File: config.mk
export PLATFORM = sky130hd
export DESIGN_NAME = paddle_input_ctrl
export DESIGN_NICKNAME = d
export VERILOG_FILES = /design/src/rtl/paddle_input_ctrl.sv
export SDC_FILE = /design/constraint.sdc
export NUM_CORES = 1
export LEC_CHECK = 0
export CORE_MARGIN = 5
export CORE_UTILIZATION = 45
export CTS_BUF_LIST = sky130_fd_sc_hd__clkbuf_4
export CTS_CLUSTER_SIZE = 24
export DETAILED_ROUTE_END_ITERATION = 8
export GPL_TIMING_DRIVEN = 0
export HOLD_SLACK_MARGIN = 0.05
export PLACE_DENSITY = 0.6
export RECOVER_POWER = 25
export SLEW_MARGIN = 10
export SYNTH_ARGS = -nofsm -noshare
export SYNTH_HDL_FRONTEND = slang
export SYNTH_SLANG_ARGS = --single-unit
File: constraint.sdc
create_clock -name clock -period 6.5 [get_ports clock]
set_clock_uncertainty 0.05 [all_clocks]
set_input_delay 0.65 -clock clock [delete_from_list [all_inputs] [get_ports clock]]
set_output_delay 0.65 -clock clock [all_outputs]
set_load 0.01 [all_outputs]
File: src/rtl/paddle_input_ctrl.sv
`default_nettype none
// ============================================================================
//  Module      : paddle_input_ctrl
//  Description : Converts two raw, bouncy, asynchronous push-buttons into
//                single-cycle up/down move strobes for a paddle position
//                register. Each button passes through a 2-FF synchroniser
//                and a counter debouncer. A hold-to-repeat state machine then
//                issues one strobe per STEP_CYCLES while a single button is
//                held.
//  Ports       :
//      clock       in   1  system clock
//      reset       in   1  asynchronous, active-high reset
//      btn_up_raw  in   1  raw up button, asynchronous to clock
//      btn_dn_raw  in   1  raw down button, asynchronous to clock
//      enable      in   1  1: strobes allowed; 0: paused, strobes suppressed
//      up          out  1  one-cycle move-up strobe
//      down        out  1  one-cycle move-down strobe
//      held_up     out  1  debounced up level (1 = pressed)
//      held_dn     out  1  debounced down level (1 = pressed)
//  Parameters  :
//      DB_CYCLES   consecutive disagreeing samples to flip a debounced level
//      STEP_CYCLES clock cycles between repeated strobes while held
//      ACTIVE_LOW  1: raw button reads 0 when pressed
//  Revision    : 1.0 - initial release
// ============================================================================
module paddle_input_ctrl #(
    parameter logic [19:0] DB_CYCLES   = 20'd500000,
    parameter logic [19:0] STEP_CYCLES = 20'd250000,
    parameter logic        ACTIVE_LOW  = 1'b1
) (
    input  logic clock,
    input  logic reset,
    input  logic btn_up_raw,
    input  logic btn_dn_raw,
    input  logic enable,
    output logic up,
    output logic down,
    output logic held_up,
    output logic held_dn
);

    localparam logic [19:0] c_db_last   = DB_CYCLES - 20'd1;
    localparam logic [19:0] c_step_last = STEP_CYCLES - 20'd1;

    // Index 0 = up button, index 1 = down button.
    logic [1:0] w_raw;
    logic [1:0] w_held;

    assign w_raw = {btn_dn_raw, btn_up_raw};

    // ------------------------------------------------------------------------
    // Per-button synchroniser and debouncer
    // ------------------------------------------------------------------------
    generate
        for (genvar i = 0; i < 2; i++) begin : g_btn
            logic        r_s1;
            logic        r_s2;
            logic [19:0] r_cnt;
            logic        r_held;
            logic        w_pressed;

            // Normalise polarity so that 1 always means "pressed".
            assign w_pressed = r_s2 ^ ACTIVE_LOW;
            assign w_held[i] = r_held;

            always_ff @(posedge clock or posedge reset) begin
                if (reset) begin
                    // Sync flops come out of reset at the released level so
                    // a held button is seen as a fresh press afterwards.
                    r_s1   <= ACTIVE_LOW;
                    r_s2   <= ACTIVE_LOW;
                    r_cnt  <= 20'd0;
                    r_held <= 1'b0;
                end else begin
                    r_s1 <= w_raw[i];
                    r_s2 <= r_s1;
                    if (w_pressed == r_held) begin
                        r_cnt <= 20'd0;
                    end else if (r_cnt == c_db_last) begin
                        r_held <= ~r_held;
                        r_cnt  <= 20'd0;
                    end else begin
                        r_cnt <= r_cnt + 20'd1;
                    end
                end
            end
        end
    endgenerate

    assign held_up = w_held[0];
    assign held_dn = w_held[1];

    // ------------------------------------------------------------------------
    // Hold-to-repeat state machine with registered strobes
    // ------------------------------------------------------------------------
    typedef enum logic [1:0] {
        ST_IDLE    = 2'd0,
        ST_MOVE_UP = 2'd1,
        ST_MOVE_DN = 2'd2
    } state_t;

    state_t      r_state;
    logic [19:0] r_step_cnt;

    always_ff @(posedge clock or posedge reset) begin
        if (reset) begin
            r_state    <= ST_IDLE;
            r_step_cnt <= 20'd0;
            up         <= 1'b0;
            down       <= 1'b0;
        end else begin
            up   <= 1'b0;
            down <= 1'b0;
            case (r_state)
                ST_IDLE: begin
                    r_step_cnt <= 20'd0;
                    if (enable && w_held[0] && !w_held[1]) begin
                        r_state <= ST_MOVE_UP;
                        up      <= 1'b1;
                    end else if (enable && w_held[1] && !w_held[0]) begin
                        r_state <= ST_MOVE_DN;
                        down    <= 1'b1;
                    end
                end
                ST_MOVE_UP: begin
                    // Leaving takes priority over a due repeat strobe.
                    if (!enable || !w_held[0] || w_held[1]) begin
                        r_state    <= ST_IDLE;
                        r_step_cnt <= 20'd0;
                    end else if (r_step_cnt == c_step_last) begin
                        up         <= 1'b1;
                        r_step_cnt <= 20'd0;
                    end else begin
                        r_step_cnt <= r_step_cnt + 20'd1;
                    end
                end
                ST_MOVE_DN: begin
                    if (!enable || !w_held[1] || w_held[0]) begin
                        r_state    <= ST_IDLE;
                        r_step_cnt <= 20'd0;
                    end else if (r_step_cnt == c_step_last) begin
                        down       <= 1'b1;
                        r_step_cnt <= 20'd0;
                    end else begin
                        r_step_cnt <= r_step_cnt + 20'd1;
                    end
                end
                default: begin
                    r_state    <= ST_IDLE;
                    r_step_cnt <= 20'd0;
                end
            endcase
        end
    end

endmodule
`default_nettype wire

Word level (Yosys, flattened, before mapping)
Cells that the tools add are included.
{"block": "op_classes", "addsub": 3, "n_mul": 0, "n_div": 0, "magnitude_cmp": 0, "n_eq_ne": 10, "n_shift": 0, "muxes": 21, "bitwise": 6, "n_reduce_logical": 15}
{"op": "20-bit 2-to-1 mux", "n": 7}
{"op": "20-bit by 1-bit adder with 20-bit output (second input constant)", "n": 3}
{"op": "20-bit by 19-bit == test with 1-bit output (second input constant)", "n": 2}
{"op": "20-bit case mux with 2 select lines", "n": 1}
{"op": "20-bit by 18-bit == test with 1-bit output (second input constant)", "n": 1}
{"op": "2-bit 2-to-1 mux", "n": 4}
{"op": "1-bit 2-to-1 mux", "n": 6}
{"op": "1-bit NOT", "n": 6}
{"op": "2-bit case mux with 3 select lines", "n": 1}
{"op": "1-bit logical AND", "n": 4}
{"op": "1-bit logical OR", "n": 4}
{"op": "2-bit != test (second input constant)", "n": 2}
{"op": "1-bit case mux with 2 select lines", "n": 2}
{"op": "2-bit AND reduction", "n": 2}
{"op": "1-bit logical NOT", "n": 3}
{"op": "3-bit != test (second input constant)", "n": 1}
{"op": "3-bit AND reduction", "n": 1}
{"op": "1-bit == test", "n": 2}
{"op": "2-bit by 1-bit == test with 1-bit output (second input constant)", "n": 1}
{"op": "2-bit == test (second input constant)", "n": 1}
{"op": "2-bit logical NOT", "n": 1}
{"block": "totals", "ff_bits": 70, "latchBits": 0, "mem_bits_rw": 0, "mem_bits_ro": 0, "inputBits": 5, "output_inout_bits": 4, "memories": 0}

Longest topological paths before layout
{"block": "logic_depth", "depth_word": 5, "ltp_mapped": 7, "depth_no_buf": 6}

Least setup slack after synthesis
No wires, ideal clock.
{"block": "synth_path", "kind": "register to register", "startpoint": "register g_btn[0].r_cnt[0]", "endpoint": "register g_btn[0].r_cnt[18]", "setup_ps": 74, "t_arrival_ps": 1917, "t_required_ps": 6376, "setup_slack_ps": 4459, "path_stages_with_launch": 6, "synth_period_minus_slack_ps": 2041, "path_cell_list": "dfrtp_1 ha_1 nand4_4 or4_4 or4b_4 a21oi_2"}
{"block": "synth_between", "elab_chain_len": 3, "elab_cells_between_ends": 4, "classes_between": "1 x add/sub; 1 x eq/ne; 2 x mux"}
{"element": "start, declared", "line_no": "58", "text": "logic [19:0] r_cnt;"}
{"element": "start signal, assigned", "line_no": "83", "text": "r_cnt <= r_cnt + 20'd1;"}
{"element": "20-bit by 1-bit adder with 20-bit output / 20-bit by 19-bit == test with 1-bit output (equally long branches)", "line_no": "83, 79"}
{"element": "20-bit 2-to-1 mux (*)", "line_no": "79", "text": "end else if (r_cnt == c_db_last) begin"}
{"element": "20-bit 2-to-1 mux (*)", "line_no": "77", "text": "if (w_pressed == r_held) begin"}
Every way passes the cells marked *; elsewhere a longest branch is shown, timed or not.
A chain may end at the register's enable or synchronous reset.

Final worst setup path
{"block": "layout_path", "startpoint": "register g_btn[1].r_cnt[12]", "endpoint": "register g_btn[1].r_cnt[8]"}
{"block": "layout_between", "elab_chain_len": 3}
{"element": "start, declared", "line_no": "58"}
{"element": "start signal, assigned", "line_no": "83"}
{"element": "20-bit by 19-bit == test with 1-bit output", "line_no": "79"}
{"element": "20-bit 2-to-1 mux", "line_no": "79"}
{"element": "20-bit 2-to-1 mux", "line_no": "77"}
Every way passes these cells.

==> flow_metrics.py <==
metrics = {
    "clock_network": {
        "clkLatencyLatePin_ps": 410,
        "path_clk_slew_ps": 120,
        "cts_buffers": 9,
        "cts.hold.buffers_added": 0,
        "ctsResizeCount": 0,
        "cts_root_buf": "clkbuf_4",
        "cts_sinks": 70,
        "cts_tree": "done",
        "cts_buffer_depth": 2,
        "postCtsSetupBuffers": 0,
        "htreeDepth": 3,
    },
    "pwr": {
        "powerDensity_nw_per_um2": 202.0,
        "power_uw": 793.4,
        "p_leak_nw": 1.479,
        "peakVddDrop_uv": 91.76,
    },
    "grt": {
        "antenna_found_initial": 0,
        "grt_pass1_wl_mm": 12.00,
        "overflow": 0,
        "grt_pass1_vias": 2592,
        "track_usage_pct": 15.00,
        "grt_max_degree": 55,
    },
    "timing": {
        "tightestPinTransition_ps": 841.1,
        "rsz0062_at_grt": "false",
        "setup_slack_ps": 4221,
        "drv_slew": 0,
        "min_period_ps": 2279,
        "setup_viol": 0,
        "clock.fmax_mhz": 438.9,
        "holdWs_ps": 316.4,
        "hold_violations": 0,
        "finalCritPeriodShare_pct": 35.05,
        "slew_headroom_pct": 43.62,
        "tns_ps": 0,
    },
    "critical_path": {
        "crit_fanout": 10,
        "cp.arrival_ps": 2520,
        "cp.required_ps": 6740,
        "critPathLaunchType": "flip-flop",
        "path_class": "flip-flop to flip-flop",
        "cp-end-kind": "flip-flop",
    },
    "floorplanning": {
        "die_w_um": 98.52,
        "dieArea_um2": 9705,
        "io_pins": 9,
        "core_um2": 7687,
        "start_util_pct": 45.87,
        "die_y_um": 98.52,
        "row_count": 32,
    },
    "synthesis": {
        "synth_simple_gate_area_share_pct": 26.44,
        "syn_nets": 373,
        "synth_top_cell_by_area": "dfrtp_1",
        "synth_warnings": 0,
        "ys.flop_type": "dfrtp_1",
        "synth_top_area_share_pct": 46.84,
        "ys_seq_area_share_pct": 49.82,
        "synth_top_family_by_area": "simple AND/OR/NAND/NOR gates",
        "synth_area_um2": 3526,
        "netlist_top_cells_area": "dfrtp_1 47%, xnor2_1 6.5%, nor2_1 5.0%",
        "synth-seq-cells": 70,
        "synth.distinct_cells": 44,
        "syn_avg_cell_area_um2": 9.740,
        "synth_fa_ha_area_share_pct": 2.129,
        "synthArstFlopShare_pct": 100.0,
        "synth.area.mux_share_pct": 0.5678,
        "synth-compound-area-share_pct": 8.375,
        "synth_edf_count": 0,
        "yosys.area_share.xor_xnor_pct": 9.688,
        "synth_cells": 362,
    },
    "worst_hold_path": {
        "hp-class": "flip-flop to flip-flop",
    },
    "placed_design": {
        "placed_area_um2": 3764,
        "dp_hpwl_mm": 4.673,
        "post-place-ws_ps": 4161,
        "place.gp.congestion": 0.8364,
        "port_buffers": 8,
        "placed_cells": 473,
    },
    "flow_run": {
        "maxCapViolCount": 0,
    },
    "routing": {
        "ant_nets": 0,
        "viasPerCell": 5.446,
        "drc": 0,
        "drt_iter0_drc": 106,
        "drt-total-wl_mm": 6.770,
        "drt_pass1_iterations": 4,
        "num_vias": 2663,
        "routedWlPerCell_um": 13.84,
    },
    "final_layout": {
        "final-seq-area_um2": 1757,
        "drive_gt1_share_pct": 9.819,
        "syn2layout_area_growth_pct": 11.39,
        "fin_util_pct": 51.09,
        "final_area_um2": 3928,
        "layout.cells.non_filler": 489,
        "nFillCells": 751,
        "fin_nets": 393,
        "antenna_cells": 0,
        "multiInputGateArea_um2": 1664,
    },
    "run_status": {
        "outcome": "completed",
    },
}
==> cell usage in the layout, fill, tap and decap left out, types with 3 or more instances in the layout <==
cell and instances:
nand2b_1 3, nor2_1 47, o21ai_0 8, or3_1 4, a21oi_1 16, nand3_1 20, inv_1 13, nor4_1 13
or2_2 6, nand2_1 23, xor2_1 13, dfrtp_1 66, xnor2_1 26, dlygate4sd3_1 3, nor3_1 12, a22o_1 3
and4_1 3, clkbuf_1 10, or4_1 10, dfstp_2 4, o31ai_1 9, clkdlybuf4s50_1 5, and3_1 4, ha_1 6
nand4_1 15, clkbuf_4 9
==> where the power goes <==
group,total [mW],internal [mW],switching (mW)
Clock,0.323,0.157,0.166
Combinational,0.0255,0.00812,0.0174
Sequential,0.445,0.441,0.00405
Total,0.793,0.606,0.188
==> worst max-delay path, stage by stage, from the launching register on <==
cell and delay (ps):
dfrtp_1 430, nand2b_1 160, nor4_1 380, a41o_1 220, clkbuf_1 350, clkbuf_1 460
nor2_1 110
==> cell type report <==
type | instances | share of cell area, %
clock buffers | 9 | 1.720
clock inverters | 7 | 2.485
plain buffers | 13 | 1.338
repair buffers | 9 | 2.740
flip-flops and latches | 70 | 44.73
multi-input cells | 265 | 42.37
well taps | 102 | 3.249
inverters | 14 | 1.370
==> routing by layer <==
metal  track usage [%]  vias up  part of all wire (%)
met5                 0        -                     0
met4             3.361        0                  0.87
met2             23.92       30                    46
met3             4.954        5                   3.1
li1                  -     1335                     -
met1             19.98     1293                    50
==> flip-flops by register name (all words and copies together), names as in the netlist <==
register     flops
r_step_cnt      20
down             1
r_state          2
held_dn          1
up               1
g_btn.r_s1       2
g_btn.r_s2       2
held_up          1
g_btn.r_cnt     40
==> Yosys cell counts (10+ instances only) <==
cell,count
a21oi_1,16
dfrtp_1,66
nand3_1,20
nand4_1,15
clkbuf_1,10
xor2_1,13
nor3_1,12
inv_1,14
nor2_1,47
nand2_1,23
xnor2_1,26
or4_1,10
nor4_1,13
==> kinds of logic after synthesis <==
group,count (synthesis)
AOI/OAI and AO/OA,46
xor gates and xnor gates,39
adders and majority gates,6
buffers and inverters,27
DFF,70
muxes,2
and+or+nand+nor,172
==> path summary, 6_finish.rpt <==
check / from / to / slack, ps / cells after the start
worst min register to register: g_btn[1].r_s1 / g_btn[1].r_s2 / 320 / 0
min in group asynchronous: reset / r_state[1] / 750 / 2
worst max register to register: g_btn[1].r_cnt[12] / g_btn[1].r_cnt[8] / 4220 / 6
worst max-delay path: g_btn[1].r_cnt[12] / g_btn[1].r_cnt[8] / 4220 / 6
max in group asynchronous: reset / g_btn[0].r_s1 / 4920 / 3
worst min-delay path: g_btn[1].r_s1 / g_btn[1].r_s2 / 320 / 0
(Power assumes the default switching activity.)
==> variant 1 (config.mk and constraints unchanged) <==
Set the parameter `ACTIVE_LOW` to 1'b0 (it was 1'b1).
--- a/src/rtl/paddle_input_ctrl.sv
+++ b/src/rtl/paddle_input_ctrl.sv
@@ -26,7 +26,7 @@
 module paddle_input_ctrl #(
     parameter logic [19:0] DB_CYCLES   = 20'd500000,
     parameter logic [19:0] STEP_CYCLES = 20'd250000,
-    parameter logic        ACTIVE_LOW  = 1'b1
+    parameter logic        ACTIVE_LOW  = 1'b0
 ) (
     input  logic clock,
     input  logic reset,
Check against the original RTL: no difference found for any inputs over 10 cycles, from zero or initial values and one cycle with reset high; that may be too few to reach the edited logic, so the function may still have changed.
==> variant 1 against the unedited design <==
The flow now finishes with violations (max-capacitance violations, max-slew violations); wire length shrank 1.8%; non-clock buffer count fell by 1; final cell count decreased by 1.0%; fmax shrank 36%; synthesized area down 0.64%; combinational power down 5%; design area is 2.1% lower; sequential cell count is the same; first-iteration DRC count decreased by 10%; core utilization down 0.83 points; setup slack lost 1.3 ns; total power down 8.0%.
==> variant 1: results (changes against the unedited design) <==
[outcome]
status = complete, but fails checks  ; was finished clean
violations = max-capacitance violations, max-slew violations

[place]
place_inst = 468  ; was 473
place_congestion = 0.749  ; was 0.836

[power]
pg_seq_w = 0.000444  ; was 0.000445 W
swShare_pct = 22.7  ; was 23.7%
vdd_drop_max_mv = 0.0897  ; was 0.0918 mV
p_leak_nw = 1.49  ; was 1.48 nW

[routing]
wl_met1_um = 3390  ; was 3370 um
route.vias.total = 2612  ; was 2663
drt-initial-drc-count = 95  ; was 106
wl_met3_um = 205  ; was 208 um

[global_routing]
use_met3_pct = 3.21  ; was 4.95%
met2_usage_pct = 22.5  ; was 23.9%
grt_use_met1_pct = 22.0  ; was 20.0%
grt_max_degree = 42  ; was 55
grt_pass1_vias = 2532  ; was 2592

[run]
drv_cap = 1  ; was 0

[layout]
nets = 388  ; was 393
design_area_mm2 = 0.00384  ; was 0.00393 mm^2

[yosys]
synthXorXnorAreaFrac_pct = 9.75  ; was 9.69%
synthAdderAreaFrac_pct = 2.14  ; was 2.13%
synthTopCellsByArea = dfrtp_1, xnor2_1, nor2_1, xor2_1, nand3_1  ; was dfrtp_1, xnor2_1, nor2_1, xor2_1, dfstp_2
yosysSeqAreaShare_pct = 50.0  ; was 49.8%
postSynthNetCount = 368  ; was 373

[timing]
slew_viol_final = 42  ; was 0
tightest_slew_ns = 2.14  ; was 0.841 ns

[variant 1: layout make-up]
| class | count | share of cell area, % |
|---|---|---|
| repair buffers | 9 | 2.18 |
| inverters | 11 | 1.11 |
| multi-input cells | 264 | 42.9 |
| clock inverters | 6 | 1.37 |
| well taps | 102 | 3.32 |
| clock buffers | 10 | 1.95 |
| plain buffers | 12 | 1.56 |
| flip-flops and latches | 70 | 45.6 |
[variant 1: final timing paths]
path | slack (ns) | to | startpoint
worst min register to register | 0.32 | g_btn[1].r_s2 | g_btn[1].r_s1
worst min-delay path | 0.32 | g_btn[1].r_s2 | g_btn[1].r_s1
min in group asynchronous | 0.94 | g_btn[1].r_cnt[13] | reset
worst max register to register | 4.25 | g_btn[1].r_cnt[7] | g_btn[1].r_cnt[0]
worst max-delay path | 2.92 | r_step_cnt[12] | reset
max in group clock | 4.25 | g_btn[1].r_cnt[7] | g_btn[1].r_cnt[0]
==> variant 2 (same flow settings) <==
Made on the original files. Re-encode `state_t` (3 states) as one-hot, 3 bits wide.
--- a/src/rtl/paddle_input_ctrl.sv
+++ b/src/rtl/paddle_input_ctrl.sv
@@ -93,10 +93,10 @@
     // ------------------------------------------------------------------------
     // Hold-to-repeat state machine with registered strobes
     // ------------------------------------------------------------------------
-    typedef enum logic [1:0] {
-        ST_IDLE    = 2'd0,
-        ST_MOVE_UP = 2'd1,
-        ST_MOVE_DN = 2'd2
+    typedef enum logic [2:0] {
+        ST_IDLE    = 3'b001,
+        ST_MOVE_UP = 3'b010,
+        ST_MOVE_DN = 3'b100
     } state_t;
 
     state_t      r_state;
Function: no difference found for any inputs over 10 cycles, from zero or initial values and one cycle with reset high; not proved beyond that.
==> variant 2 against the unedited design <==
Setup slack worse by 0.0018 ns; via count shrank 4.2%; synthesized area fell by 1.7%; total power shrank 11%; design area fell by 3.0%; wire length is 4.0% lower; sequential share of layout area increased by 2.1 points; count of clock-buffer cells in the layout grew 2; sequential cell count up 1; hold slack worse by 0.0032 ns.
==> variant 2: results (changes against the unedited design) <==
[setup_path]
path_delay_family = simple AND/OR/NAND/NOR gates  ; was buffers and inverters
endpoint = r_step_cnt[3]  ; was g_btn[1].r_cnt[8]
slowest_stage = or4b_2  ; was clkbuf_1
critPathLaunch = r_step_cnt[10]  ; was g_btn[1].r_cnt[12]
crit-reg2reg-launch = r_step_cnt[10]  ; was g_btn[1].r_cnt[12]
slowest_delay_ns = 0.67  ; was 0.46 ns
arrival_ns = 2.53  ; was 2.52 ns

[layout]
drive_above_1_share_pct = 8.06  ; was 9.82%
nets = 375  ; was 393
fill_cells = 725  ; was 751
instances_no_fill = 474  ; was 489
reg_top3 = g_btn.r_cnt x40, r_step_cnt x20, r_state x3  ; was g_btn.r_cnt x40, r_step_cnt x20

[yosys]
postSynthNetCount = 355  ; was 373
synthTopCellsByArea = dfrtp_1, xnor2_1, nor2_1, dfstp_2, xor2_1  ; was dfrtp_1, xnor2_1, nor2_1, xor2_1, dfstp_2
synth_commonest_cells = dfrtp_1, nor2_1, xnor2_1, nand2_1  ; was dfrtp_1, nor2_1, xnor2_1, nand2_1, nand3_1
synthCells = 347  ; was 362
ys_types = 42  ; was 44

[global_routing]
use_met3_pct = 4.50  ; was 4.95%
grt_first_pass_wirelength_um = 11700  ; was 12000 um
grtUsageTotal_pct = 14.8  ; was 15.0%
grt_pass1_vias = 2515  ; was 2592
grt_max_degree = 54  ; was 55
antenna_found_initial = 0  ; unchanged
grt_use_met1_pct = 19.6  ; was 20.0%
met2_usage_pct = 23.4  ; was 23.9%

[place]
place_inst = 458  ; was 473
placed_area_mm2 = 0.00370  ; was 0.00376 mm^2
dp_hpwl_um = 4540  ; was 4670 um
place_congestion = 0.763  ; was 0.836

[routing]
wl_met1_um = 3240  ; was 3370 um
wl_met3_um = 213  ; was 208 um
wl_per_cell_um = 13.7  ; was 13.8 um
route.vias.total = 2552  ; was 2663
wl_met2_um = 2980  ; was 3130 um
top_layer_used = met4  ; unchanged
first_pass_iters = 6  ; was 4
drt-initial-drc-count = 81  ; was 106

[timing]
finalHoldWorstSlack_ns = 0.313  ; was 0.316 ns
tightest_slew_ns = 0.922  ; was 0.841 ns
fmax_ghz = 0.439  ; about the same

[outcome]
status = finished clean  ; unchanged

[cts]
max-clock-path-buffers = 2  ; unchanged

[worst_hold_path]
min_from = g_btn[1].r_s1  ; unchanged
worstHoldPathCells = 0  ; unchanged

[power]
p_leak_nw = 1.44  ; was 1.48 nW
vdd_drop_max_mv = 0.0796  ; was 0.0918 mV

[variant 2: cell count changes after synthesis, sizes merged, moves of 4 or more]
cell / delta
clkbuf: -8
nand3: -6
nor2: +4
o31ai: -4
or2: -4
or3: +8
[variant 2: cell type report]
cell class	instances	area (um^2)	area share (%)
clock buffer	11	82.6	2.17
tap	102	128	3.35
clock inverter	5	25.0	0.657
timing repair buffer	9	108	2.82
inverter	12	46.3	1.21
multi-input combinational	256	1590	41.8
sequential	71	1780	46.8
buffer	8	46.3	1.21
[variant 2: kinds of logic after synthesis]
family	count (synthesis)	share of synthesized area, %
flip-flops	71	51.4
XOR/XNOR	43	10.9
multiplexers	3	0.866
adder cells (fa/ha/maj)	3	1.08
AND/OR/NAND/NOR	170	25.9
AO/OA/AOI/OAI	37	7.22
buffers and inverters	20	2.63
[variant 2: report_power, final]
group / switching [W] / internal, W
registers: 0.00000285 / 0.000447
clock network: 0.000149 / 0.0000837
logic: 0.0000179 / 0.00000911
total: 0.000170 / 0.000539
